**config.mk**
```make
export PLATFORM = sky130hd
export DESIGN_NAME = instr_fetch
export DESIGN_NICKNAME = d
export VERILOG_FILES = /design/src/rtl/instr_fetch_pkg.sv /design/src/rtl/fetch_fifo.sv /design/src/rtl/instr_fetch.sv
export SDC_FILE = /design/constraint.sdc
export NUM_CORES = 1
export LEC_CHECK = 0
export BUFFER_PORTS_ARGS = -buffer_cell sky130_fd_sc_hd__buf_2
export CORE_MARGIN = 2
export CORE_UTILIZATION = 45
export CTS_BUF_LIST = sky130_fd_sc_hd__clkbuf_16
export DETAILED_ROUTE_END_ITERATION = 8
export PLACE_DENSITY = 0.65
export SYNTH_ARGS = -nofsm -noshare
export SYNTH_HDL_FRONTEND = slang
export SYNTH_SLANG_ARGS = --single-unit
```
**constraint.sdc**
```tcl
create_clock -name clk -period 3.9 [get_ports clk]
set_input_delay 0.39 -clock clk [delete_from_list [all_inputs] [get_ports clk]]
set_output_delay 0.39 -clock clk [all_outputs]
set_load 0.02 [all_outputs]
```
**src/rtl/instr_fetch_pkg.sv**
```systemverilog
// Shared types and constants for the instruction fetch unit.
package instr_fetch_pkg;

  typedef enum logic [1:0] {
    IDLE  = 2'd0,
    FETCH = 2'd1,
    FLUSH = 2'd2
  } fetch_state_e;

  localparam int INSTR_W = 32;
  localparam int PC_INC  = 4;

  // Counter wide enough to hold 0..depth inclusive.
  function automatic int cnt_width(input int depth);
    return $clog2(depth) + 1;
  endfunction

endpackage

```
**src/rtl/fetch_fifo.sv**
```systemverilog
// In-order buffer of {pc, instr} entries between the RAM port and the consumer.
module fetch_fifo
  import instr_fetch_pkg::*;
#(
  parameter int DEPTH  = 2,
  parameter int DATA_W = 64,
  localparam int CNT_W = cnt_width(DEPTH)
) (
  input  logic              clk,
  input  logic              rst_n,
  input  logic              push,
  input  logic [DATA_W-1:0] push_data,
  input  logic              pop,
  input  logic              flush,
  output logic [DATA_W-1:0] head_data,
  output logic [CNT_W-1:0]  count,
  output logic              empty,
  output logic              full
);

  localparam int AW = $clog2(DEPTH);

  logic [DATA_W-1:0] mem_r [DEPTH];
  logic [AW-1:0]     wr_ptr_r;
  logic [AW-1:0]     rd_ptr_r;
  logic [CNT_W-1:0]  count_r;
  logic              push_ok_s;
  logic              pop_ok_s;

  // Qualify handshakes; a push into a full buffer only lands when a pop frees the slot.
  always_comb begin
    pop_ok_s  = pop & (count_r != '0);
    push_ok_s = push & ((count_r != CNT_W'(DEPTH)) | pop_ok_s);
  end

  // Storage, pointers and occupancy.
  always_ff @(posedge clk or negedge rst_n) begin
    if (!rst_n) begin
      for (int i = 0; i < DEPTH; i++) mem_r[i] <= '0;
      wr_ptr_r <= '0;
      rd_ptr_r <= '0;
      count_r  <= '0;
    end else if (flush) begin
      wr_ptr_r <= '0;
      rd_ptr_r <= '0;
      count_r  <= '0;
    end else begin
      if (push_ok_s) begin
        mem_r[wr_ptr_r] <= push_data;
        wr_ptr_r        <= wr_ptr_r + AW'(1);
      end
      if (pop_ok_s) rd_ptr_r <= rd_ptr_r + AW'(1);
      count_r <= count_r + CNT_W'(push_ok_s) - CNT_W'(pop_ok_s);
    end
  end

  assign head_data = mem_r[rd_ptr_r];
  assign count     = count_r;
  assign empty     = (count_r == '0);
  assign full      = (count_r == CNT_W'(DEPTH));

endmodule

```
**src/rtl/instr_fetch.sv**
```systemverilog
// Instruction fetch unit: PC sequencing, RAM read requests, redirect flush and
// in-order delivery of {pc, instr} to the instruction register.
module instr_fetch
  import instr_fetch_pkg::*;
#(
  parameter int              ADDR_W   = 32,
  parameter logic [ADDR_W-1:0] RESET_PC = ADDR_W'(32'h0000_0000),
  parameter int              DEPTH    = 2
) (
  input  logic               clk,
  input  logic               rst_n,
  input  logic               fetch_en,
  input  logic               redirect,
  input  logic [ADDR_W-1:0]  redirect_pc,
  output logic               mem_req,
  output logic [ADDR_W-1:0]  mem_addr,
  input  logic               mem_gnt,
  input  logic               mem_rvalid,
  input  logic [INSTR_W-1:0] mem_rdata,
  output logic               instr_valid,
  input  logic               instr_ready,
  output logic [INSTR_W-1:0] instr_out,
  output logic [ADDR_W-1:0]  instr_pc,
  output logic               ir_en
);

  localparam int CNT_W   = cnt_width(DEPTH);
  localparam int ENTRY_W = ADDR_W + INSTR_W;

  fetch_state_e       state_r, state_nxt_s;
  logic [ADDR_W-1:0]  fetch_pc_r, fetch_pc_nxt_s;
  logic [ADDR_W-1:0]  resp_pc_r;
  logic [ADDR_W-1:0]  mem_addr_r;
  logic [ADDR_W-1:0]  redirect_tgt_s;
  logic               mem_req_r;
  logic [CNT_W-1:0]   outstanding_r, out_nxt_s;
  logic [CNT_W-1:0]   discard_r, discard_nxt_s;
  logic [CNT_W-1:0]   fifo_count_s, fifo_cnt_nxt_s;
  logic [CNT_W:0]     occ_nxt_s;
  logic               grant_s, pending_nxt_s, push_s, pop_s, issue_s;
  logic               fifo_empty_s, fifo_full_s;
  logic [ENTRY_W-1:0] head_s;

  // Next-state view of every counter, used both for state update and the issue decision.
  always_comb begin
    redirect_tgt_s = redirect_pc & {{(ADDR_W-2){1'b1}}, 2'b00};
    grant_s        = mem_req_r & mem_gnt;
    pending_nxt_s  = mem_req_r & ~mem_gnt;
    pop_s          = ~fifo_empty_s & instr_ready & ~redirect;
    push_s         = mem_rvalid & (discard_r == '0) & (~fifo_full_s | pop_s);
    out_nxt_s      = outstanding_r + CNT_W'(grant_s) - CNT_W'(mem_rvalid);

    if (redirect) begin
      fifo_cnt_nxt_s = '0;
      fetch_pc_nxt_s = redirect_tgt_s;
      discard_nxt_s  = out_nxt_s + CNT_W'(pending_nxt_s);
    end else begin
      fifo_cnt_nxt_s = fifo_count_s + CNT_W'(push_s) - CNT_W'(pop_s);
      if (grant_s) begin
        fetch_pc_nxt_s = fetch_pc_r + ADDR_W'(PC_INC);
      end else begin
        fetch_pc_nxt_s = fetch_pc_r;
      end
      if (mem_rvalid && (discard_r != '0)) begin
        discard_nxt_s = discard_r - CNT_W'(1);
      end else begin
        discard_nxt_s = discard_r;
      end
    end

    if (redirect) begin
      if (discard_nxt_s != '0) begin
        state_nxt_s = FLUSH;
      end else if (fetch_en) begin
        state_nxt_s = FETCH;
      end else begin
        state_nxt_s = IDLE;
      end
    end else begin
      case (state_r)
        IDLE:    state_nxt_s = fetch_en ? FETCH : IDLE;
        FETCH:   state_nxt_s = (!fetch_en && !pending_nxt_s) ? IDLE : FETCH;
        FLUSH: begin
          if (discard_nxt_s != '0) begin
            state_nxt_s = FLUSH;
          end else begin
            state_nxt_s = fetch_en ? FETCH : IDLE;
          end
        end
        default: state_nxt_s = IDLE;
      endcase
    end

    // Everything that will land (in flight plus buffered) must fit before a new request goes out.
    occ_nxt_s = {1'b0, out_nxt_s} + {1'b0, fifo_cnt_nxt_s};
    issue_s   = (state_nxt_s == FETCH) && !pending_nxt_s &&
                (occ_nxt_s < (CNT_W+1)'(DEPTH));
  end

  // State, counters, PC and the registered request port.
  always_ff @(posedge clk or negedge rst_n) begin
    if (!rst_n) begin
      state_r       <= IDLE;
      fetch_pc_r    <= RESET_PC;
      resp_pc_r     <= RESET_PC;
      outstanding_r <= '0;
      discard_r     <= '0;
      mem_req_r     <= 1'b0;
      mem_addr_r    <= RESET_PC;
    end else begin
      state_r       <= state_nxt_s;
      fetch_pc_r    <= fetch_pc_nxt_s;
      outstanding_r <= out_nxt_s;
      discard_r     <= discard_nxt_s;
      mem_req_r     <= pending_nxt_s | issue_s;
      if (issue_s) mem_addr_r <= fetch_pc_nxt_s;
      // The first surviving response after a redirect always belongs to the new target.
      if (redirect) begin
        resp_pc_r <= redirect_tgt_s;
      end else if (push_s) begin
        resp_pc_r <= resp_pc_r + ADDR_W'(PC_INC);
      end
    end
  end

  fetch_fifo #(
    .DEPTH  (DEPTH),
    .DATA_W (ENTRY_W)
  ) u_fifo (
    .clk       (clk),
    .rst_n     (rst_n),
    .push      (push_s),
    .push_data ({resp_pc_r, mem_rdata}),
    .pop       (pop_s),
    .flush     (redirect),
    .head_data (head_s),
    .count     (fifo_count_s),
    .empty     (fifo_empty_s),
    .full      (fifo_full_s)
  );

  assign mem_req     = mem_req_r;
  assign mem_addr    = mem_addr_r;
  assign instr_valid = ~fifo_empty_s;
  assign instr_pc    = head_s[ENTRY_W-1:INSTR_W];
  assign instr_out   = head_s[INSTR_W-1:0];
  assign ir_en       = pop_s;

endmodule

```
==> results of run 1 <==
==> sequential cells by signal, indices dropped and copies added, names as in the netlist, 2 cells and up <==
register,cells
mem_addr,32
resp_pc_r,30
fetch_pc_r,32
discard_r,2
outstanding_r,2
u_fifo.count,2
state_r,2
u_fifo.mem_r,124
==> layout by cell type, fill, tap and decap left out, types with 19 or more instances in the layout <==
cell type / netlist / final
dfrtp_1: 229 / 228
mux2_4: 29 / 29
nand3_1: 23 / 22
mux2_2: 221 / 221
inv_1: 20 / 24
buf_2: 6 / 164
clkbuf_16: 0 / 27
nand2_1: 33 / 33
xor2_1: 24 / 24
xnor2_1: 39 / 39
nand4_1: 19 / 19
nor2_1: 21 / 21
==> layer usage <==
layer / wire (um) / global-route usage
met1: 10500 / 0.255
met2: 9690 / 0.272
met4: 306 / 0.0416
met5: 0 / 0
met3: 1280 / 0.0334
==> power by group <==
| part | leakage, uW | internal, uW | total [uW] | switching, uW |
|---|---|---|---|---|
| sequential | 0.00281 | 3280 | 3800 | 522 |
| clock | 0.000424 | 1380 | 2320 | 941 |
| combinational | 0.00271 | 1930 | 3840 | 1910 |
| total | 0.00594 | 6600 | 9970 | 3370 |
==> path summary, 6_finish.rpt <==
path                                                endpoint  slack [ns]  depth (start not counted)
worst max-delay path                mem_addr[31]$_DFFE_PN0P_        0.81                         12
worst min-delay path             u_fifo.rd_ptr_r$_DFFE_PN0P_        0.11                          2
worst max register to register      mem_addr[31]$_DFFE_PN0P_        0.81                         12
worst min register to register  u_fifo.mem_r[53]$_DFFE_PN0P_        0.47                          2
max in group asynchronous           fetch_pc_r[10]$_DFF_PN0_        2.60                          3
min in group asynchronous       u_fifo.mem_r[73]$_DFFE_PN0P_        0.45                          2
==> logic make-up after synthesis <==
group           after synthesis  share of synthesized area
other cells                   1                   0.000351
xor+xnor                     64                     0.0538
mux                         255                      0.278
simple gates                147                     0.0722
buf+inv                      57                     0.0235
compound gates               37                     0.0226
flops                       229                      0.536
fa+ha+maj                    11                     0.0136
==> layout make-up <==
type | instances | area (um^2)
Multi-Input combinational cell | 516 | 4730
Timing Repair Buffer | 176 | 996
Tap cell | 319 | 399
Sequential cell | 229 | 5730
Fill cell | 2052 | 10600
Inverter | 20 | 75.1
Clock buffer | 27 | 676
Clock inverter | 20 | 150
==> what timing repair did <==
| item | 4_1_cts | 5_1_grt |
|---|---|---|
| gates resized for setup | 0 | 0 |
| hold endpoints to repair | 83 | 0 |
| hold buffers | 1 | 0 |
==> through the flow <==
step / hold WS [ns] / setup WS (ns)
after detailed placement: 0.436 / 0.743
final: 0.114 / 0.807
after global routing: 0.0964 / 0.629
after global placement: 0.431 / 0.800
after CTS: 0.0914 / 0.794
after floorplan: 0.0944 / 0.720
==> run summary, run 1 <==
Leakage - 0.00594 uW
I/O Buffers - 165
Seq cells post-synth - 229
Post-synth EDFFs - 0
Total Routing Usage GR - 0.175
Synth top area cells - dfrtp_1 (54%), mux2_2 (23%), mux2_4 (4.1%)
Clock root buffer - clkbuf_16
Worst-case vdd ir drop - 0.433 mV
Worst EP required - 4.30 ns
Worst Skew - 0.00728 ns
Dpl cells - 1259
Ys async rst share - 1.00
Die W - 158 um
Fraction of layout instances using a drive strength above 1 - 0.478
Initial antenna violation count - 0
Status - finished, final reports clean
Nets - 1051
Die height - 158 um
Max-Slew Margin vs Limit - 0.387
Routed vias - 6611
CP max stage delay - 0.51 ns
Cell Area, Synth - 0.0107 mm^2
Synth top cells by count - dfrtp_1 (229), mux2_2 (221), xnor2_1 (39)
CTS tree - done
CTS H-tree lvls - 1
Routed len/inst - 16.7 um
Top cell type's share of synthesized area - 0.536
Netlist cell types - 44
Cts bufs inserted - 26
Final Setup Violations - 0
Hold Crit Start - redirect
Skew-Pair Late Insertion Delay - 0.52 ns
Worst-path clk slew - 0.06 ns
Routed Antenna Nets - 0
Mean Syn Cell Area - 13.4 um^2
Final Util - 0.545
Sequential area share after synthesis - 0.536
Initial core utilization - 0.457
First-pass GRT wire length - 34800 um
Area grow syn2layout - 19.3%
Max-cap violations - 0
CP Launch Type - flop
IO Pins - 170
Cell Area, Placed - 0.0119 mm^2
CTS Sinks - 229
Count of final hold-check violations - 0
Ys Warns - 0
Critical path data arrival time - 3.49 ns
Initial drt markers - 317
Slowest cell on the critical path - fa_1
DR vias/cell - 5.06
Die area - 0.0250 mm^2
Setup CP Type - reg2reg
Worst Setup SP - u_fifo.count[1]$_DFF_PN0_
Global route overflow - 0
WP buf/inv - 2
Hpwl dp - 14900 um
Largest net degree at the start of global routing - 86
Routed wire length - 21800 um
Synth area leader - dfrtp_1
Final Max Tran Viols - 0
Final setup TNS - 0 ns
Vias in the first global route - 6592
Worst r2r src - u_fifo.count[1]$_DFF_PN0_
Main flop type after synthesis - dfrtp_1
Routability congestion estimate - 0.770
Hold WC Path Type - in2reg
Worst slew pin tran - 0.916 ns
Final Cycle Share - 0.793
Ant diodes - 0
DRT Pass-1 Iters - 4
Highest clock rate - 323 MHz
PwrDens - 781 mW/mm^2
Rows - 56
Cell family with most CP delay - adder cells
DRC - 0
Most frequent cell after synthesis - dfrtp_1
Core ar. - 0.0234 mm^2
Final Critical Period - 3.09 ns
Setup repair bufs after CTS - 0
CTS Buffer Depth - 3
Power Total - 9970 uW
Crit Path Max Fanout - 33
Critical Path Sink Type - flop
Final instance area - 0.0128 mm^2
Post-synthesis cell count - 801
Fin cells - 1307
RSZ-0062 raised after global routing - false
Crit path cell chain - or2_2 -> nand2_1 -> nor2_1 -> ha_1 -> inv_1 -> ha_1 -> xnor2_1 -> nand2_1 -> fa_1 -> nand4_4 -> buf_12 -> mux2_2
Power figures use the tool's default switching activity.
==> inputs of run 2 (changes only) <==
Clock period 3.9 ns to 2.95 ns, I/O delays scaled along.
==> run summary, run 2 (synthesis results as in run 1) <==
CTS Sinks - 229 (unchanged)
Leading cell type in the layout, fill and taps excluded - dfrtp_1 (unchanged)
GR Layer Usage met2 - 0.272 (about the same)
IO Pins - 170 (unchanged)
Largest net degree at the start of global routing - 72 (was 86)
Routed wire length - 22700 um (was 21800 um)
Fraction of layout instances using a drive strength above 1 - 0.490 (was 0.478)
Initial antenna violation count - 1 (was 0)
Psw - 4580 uW (was 3370 uW)
Reg power frac - 0.367 (was 0.381)
Skew-Pair Late Insertion Delay - 0.52 ns (about the same)
Sw frac - 0.336 (was 0.338)
# fillers - 2051 (was 2052)
Worst slew pin tran - 0.785 ns (was 0.916 ns)
Area grow syn2layout - 22.5% (was 19.3%)
Routed vias - 6774 (was 6611)
Status - finished, final reports clean (unchanged)
DRT Pass-1 Iters - 4 (unchanged)
Nets - 1076 (was 1051)
CP max stage delay - 0.59 ns (was 0.51 ns)
Setup CP Type - reg2reg (unchanged)
Count of final hold-check violations - 0 (unchanged)
Die W - 158 um (unchanged)
Comb pwr share - 0.402 (was 0.385)
Hold WC Path Type - in2reg (unchanged)
CP Launch Type - flop (unchanged)
Critical path data arrival time - 3.27 ns (was 3.49 ns)
Clock root buffer - clkbuf_16 (unchanged)
Crit Path Max Fanout - 8 (was 33)
Cts bufs inserted - 26 (unchanged)
Final Setup Violations - 0 (unchanged)
Worst EP required - 3.35 ns (was 4.30 ns)
Slowest cell on the critical path - fa_1 (unchanged)
DRC - 0 (unchanged)
Crit path cell chain - or2_4 -> nand2_4 -> nor2_4 -> ha_4 -> inv_2 -> ha_2 -> xnor2_2 -> nand2_1 -> fa_1 -> nand4_4 -> buf_12 -> clkbuf_16 -> mux2_4 (was or2_2 -> nand2_1 -> nor2_1 -> ha_1 -> inv_1 -> ha_1 -> xnor2_1 -> nand2_1 -> fa_1 -> nand4_4 -> buf_12 -> mux2_2)
Final Critical Period - 2.87 ns (was 3.09 ns)
Initial drt markers - 317 (unchanged)
Internal - 9070 uW (was 6600 uW)
Cell Area, Placed - 0.0121 mm^2 (was 0.0119 mm^2)
WP buf/inv - 3 (was 2)
Cell family with most CP delay - adder cells (unchanged)
I/O Buffers - 165 (unchanged)
Routed Antenna Nets - 0 (unchanged)
Critical Path Sink Type - flop (unchanged)
Hold WS - 0.0192 ns (was 0.114 ns)
Routability congestion estimate - 0.781 (was 0.770)
Total Routing Usage GR - 0.181 (was 0.175)
Hpwl dp - 15000 um (was 14900 um)
Die height - 158 um (unchanged)
Die area - 0.0250 mm^2 (unchanged)
Initial core utilization - 0.457 (unchanged)
Gr busiest metal - met2 (unchanged)
Final Cycle Share - 0.972 (was 0.793)
Leakage - 0.00610 uW (was 0.00594 uW)
Max-cap violations - 0 (unchanged)
Fin cells - 1332 (was 1307)
First-pass GRT wire length - 35800 um (was 34800 um)
CTS tree - done (unchanged)
Dpl cells - 1275 (was 1259)
Routed len/inst - 17.0 um (was 16.7 um)
Biggest register - u_fifo.mem_r (unchanged)
Vias in the first global route - 6702 (was 6592)
Highest clock rate - 349 MHz (was 323 MHz)
Max reg flops - 124 (unchanged)
Final instance area - 0.0131 mm^2 (was 0.0128 mm^2)
CTS Buffer Depth - 3 (unchanged)
Final Max Tran Viols - 0 (unchanged)
Met1 GRT Util - 0.263 (was 0.255)
Worst-path clk slew - 0.06 ns (about the same)
Grt met3 use - 0.0372 (was 0.0334)
Worst reg2reg setup slack - 0.08 ns (was 0.81 ns)
Most frequent cells in the layout - dfrtp_1 (227), mux2_2 (221), buf_2 (164) (was dfrtp_1 (228), mux2_2 (221), buf_2 (164))
Rows - 56 (unchanged)
Max-Slew Margin vs Limit - 0.476 (was 0.387)
Global route overflow - 0 (unchanged)
Clock share of power - 0.231 (was 0.233)
Core ar. - 0.0234 mm^2 (unchanged)
Worst-case vdd ir drop - 0.554 mV (was 0.433 mV)
Final setup TNS - 0 ns (unchanged)
CTS H-tree lvls - 1 (unchanged)
PwrDens - 1040 mW/mm^2 (was 781 mW/mm^2)
Worst Skew - 0.0122 ns (was 0.00728 ns)
DR vias/cell - 5.09 (was 5.06)
==> run 2: cell count changes in the layout (fill, tap and decap cells not counted), sizes merged <==
cell         before  now
dlygate4sd3       1    6
clkbuf           27   28
diode             0    1
buf             175  194
bufinv            2    3
clkinv           10    8
==> run 2: worst paths after layout <==
kind / cells after the start / endpoint / start
max: 13 / mem_addr[12]$_DFFE_PN0P_ / u_fifo.count[0]$_DFF_PN0_
min: 2 / u_fifo.mem_r[18]$_DFFE_PN0P_ / mem_rdata[18]
max reg2reg: 13 / mem_addr[12]$_DFFE_PN0P_ / u_fifo.count[0]$_DFF_PN0_
min reg2reg: 2 / u_fifo.mem_r[42]$_DFFE_PN0P_ / u_fifo.mem_r[42]$_DFFE_PN0P_
max in group asynchronous: 3 / resp_pc_r[17]$_DFFE_PN0N_ / rst_n
min in group asynchronous: 2 / u_fifo.mem_r[2]$_DFFE_PN0P_ / rst_n
==> run 2: per-stage QoR <==
step | setup WS, ns | power [uW] | utilization
final | 0.0820 | 13600 | 0.560
after global routing | -0.00684 | 14500 | 0.560
after CTS | 0.00334 | 13700 | 0.555
after detailed placement | -0.0280 | 10300 | 0.515
after global placement | 0.00518 | 10200 | 0.515
after floorplan | 0.000510 | 8710 | -
==> run 2: worst reg2reg max path, stage by stage (launching register included) <==
cell and delay [ns]:
dfrtp_1 0.38, or2_4 0.26, nand2_4 0.07, nor2_4 0.04
ha_4 0.27, inv_2 0.03, ha_2 0.18, xnor2_2 0.12
nand2_1 0.09, fa_1 0.59, nand4_4 0.10, buf_12 0.17
clkbuf_16 0.17, mux2_4 0.29
==> run 2: layer usage <==
metal  share of wire  up-vias
met2            0.43      182
met1            0.48     3338
li1                -     3211
met4           0.028        0
met5               0        -
met3           0.057       43
==> run 2: layout make-up <==
type                            count  area [um^2]  share of cell area
Sequential cell                   229         5730               0.437
Multi-Input combinational cell    516         4790               0.365
Timing Repair Buffer              201         1270              0.0972
Clock buffer                       27          676              0.0516
Tap cell                          319          399              0.0305
Clock inverter                     19          160              0.0122
Inverter                           20         75.1             0.00573
Antenna cell                        1         2.50            0.000191
==> run 2: what timing repair did <==
item,in CTS,in global routing
hold endpoints to repair,63,4
pin swaps,2,7
gates resized for setup,3,9
endpoints found under the setup margin,3,32
setup buffers,1,0
hold buffers,2,4
gates cloned,2,1
==> run 2: power by group through the flow <==
stage          sequential, uW  combinational, uW  clock, uW
2_1_floorplan            5110               3600          0
3_3_place_gp             5010               5200          0
3_5_place_dp             5050               5280          0
4_1_cts                  5010               5470       3230
5_1_grt                  5180               5920       3400
6_report                 5010               5490       3150
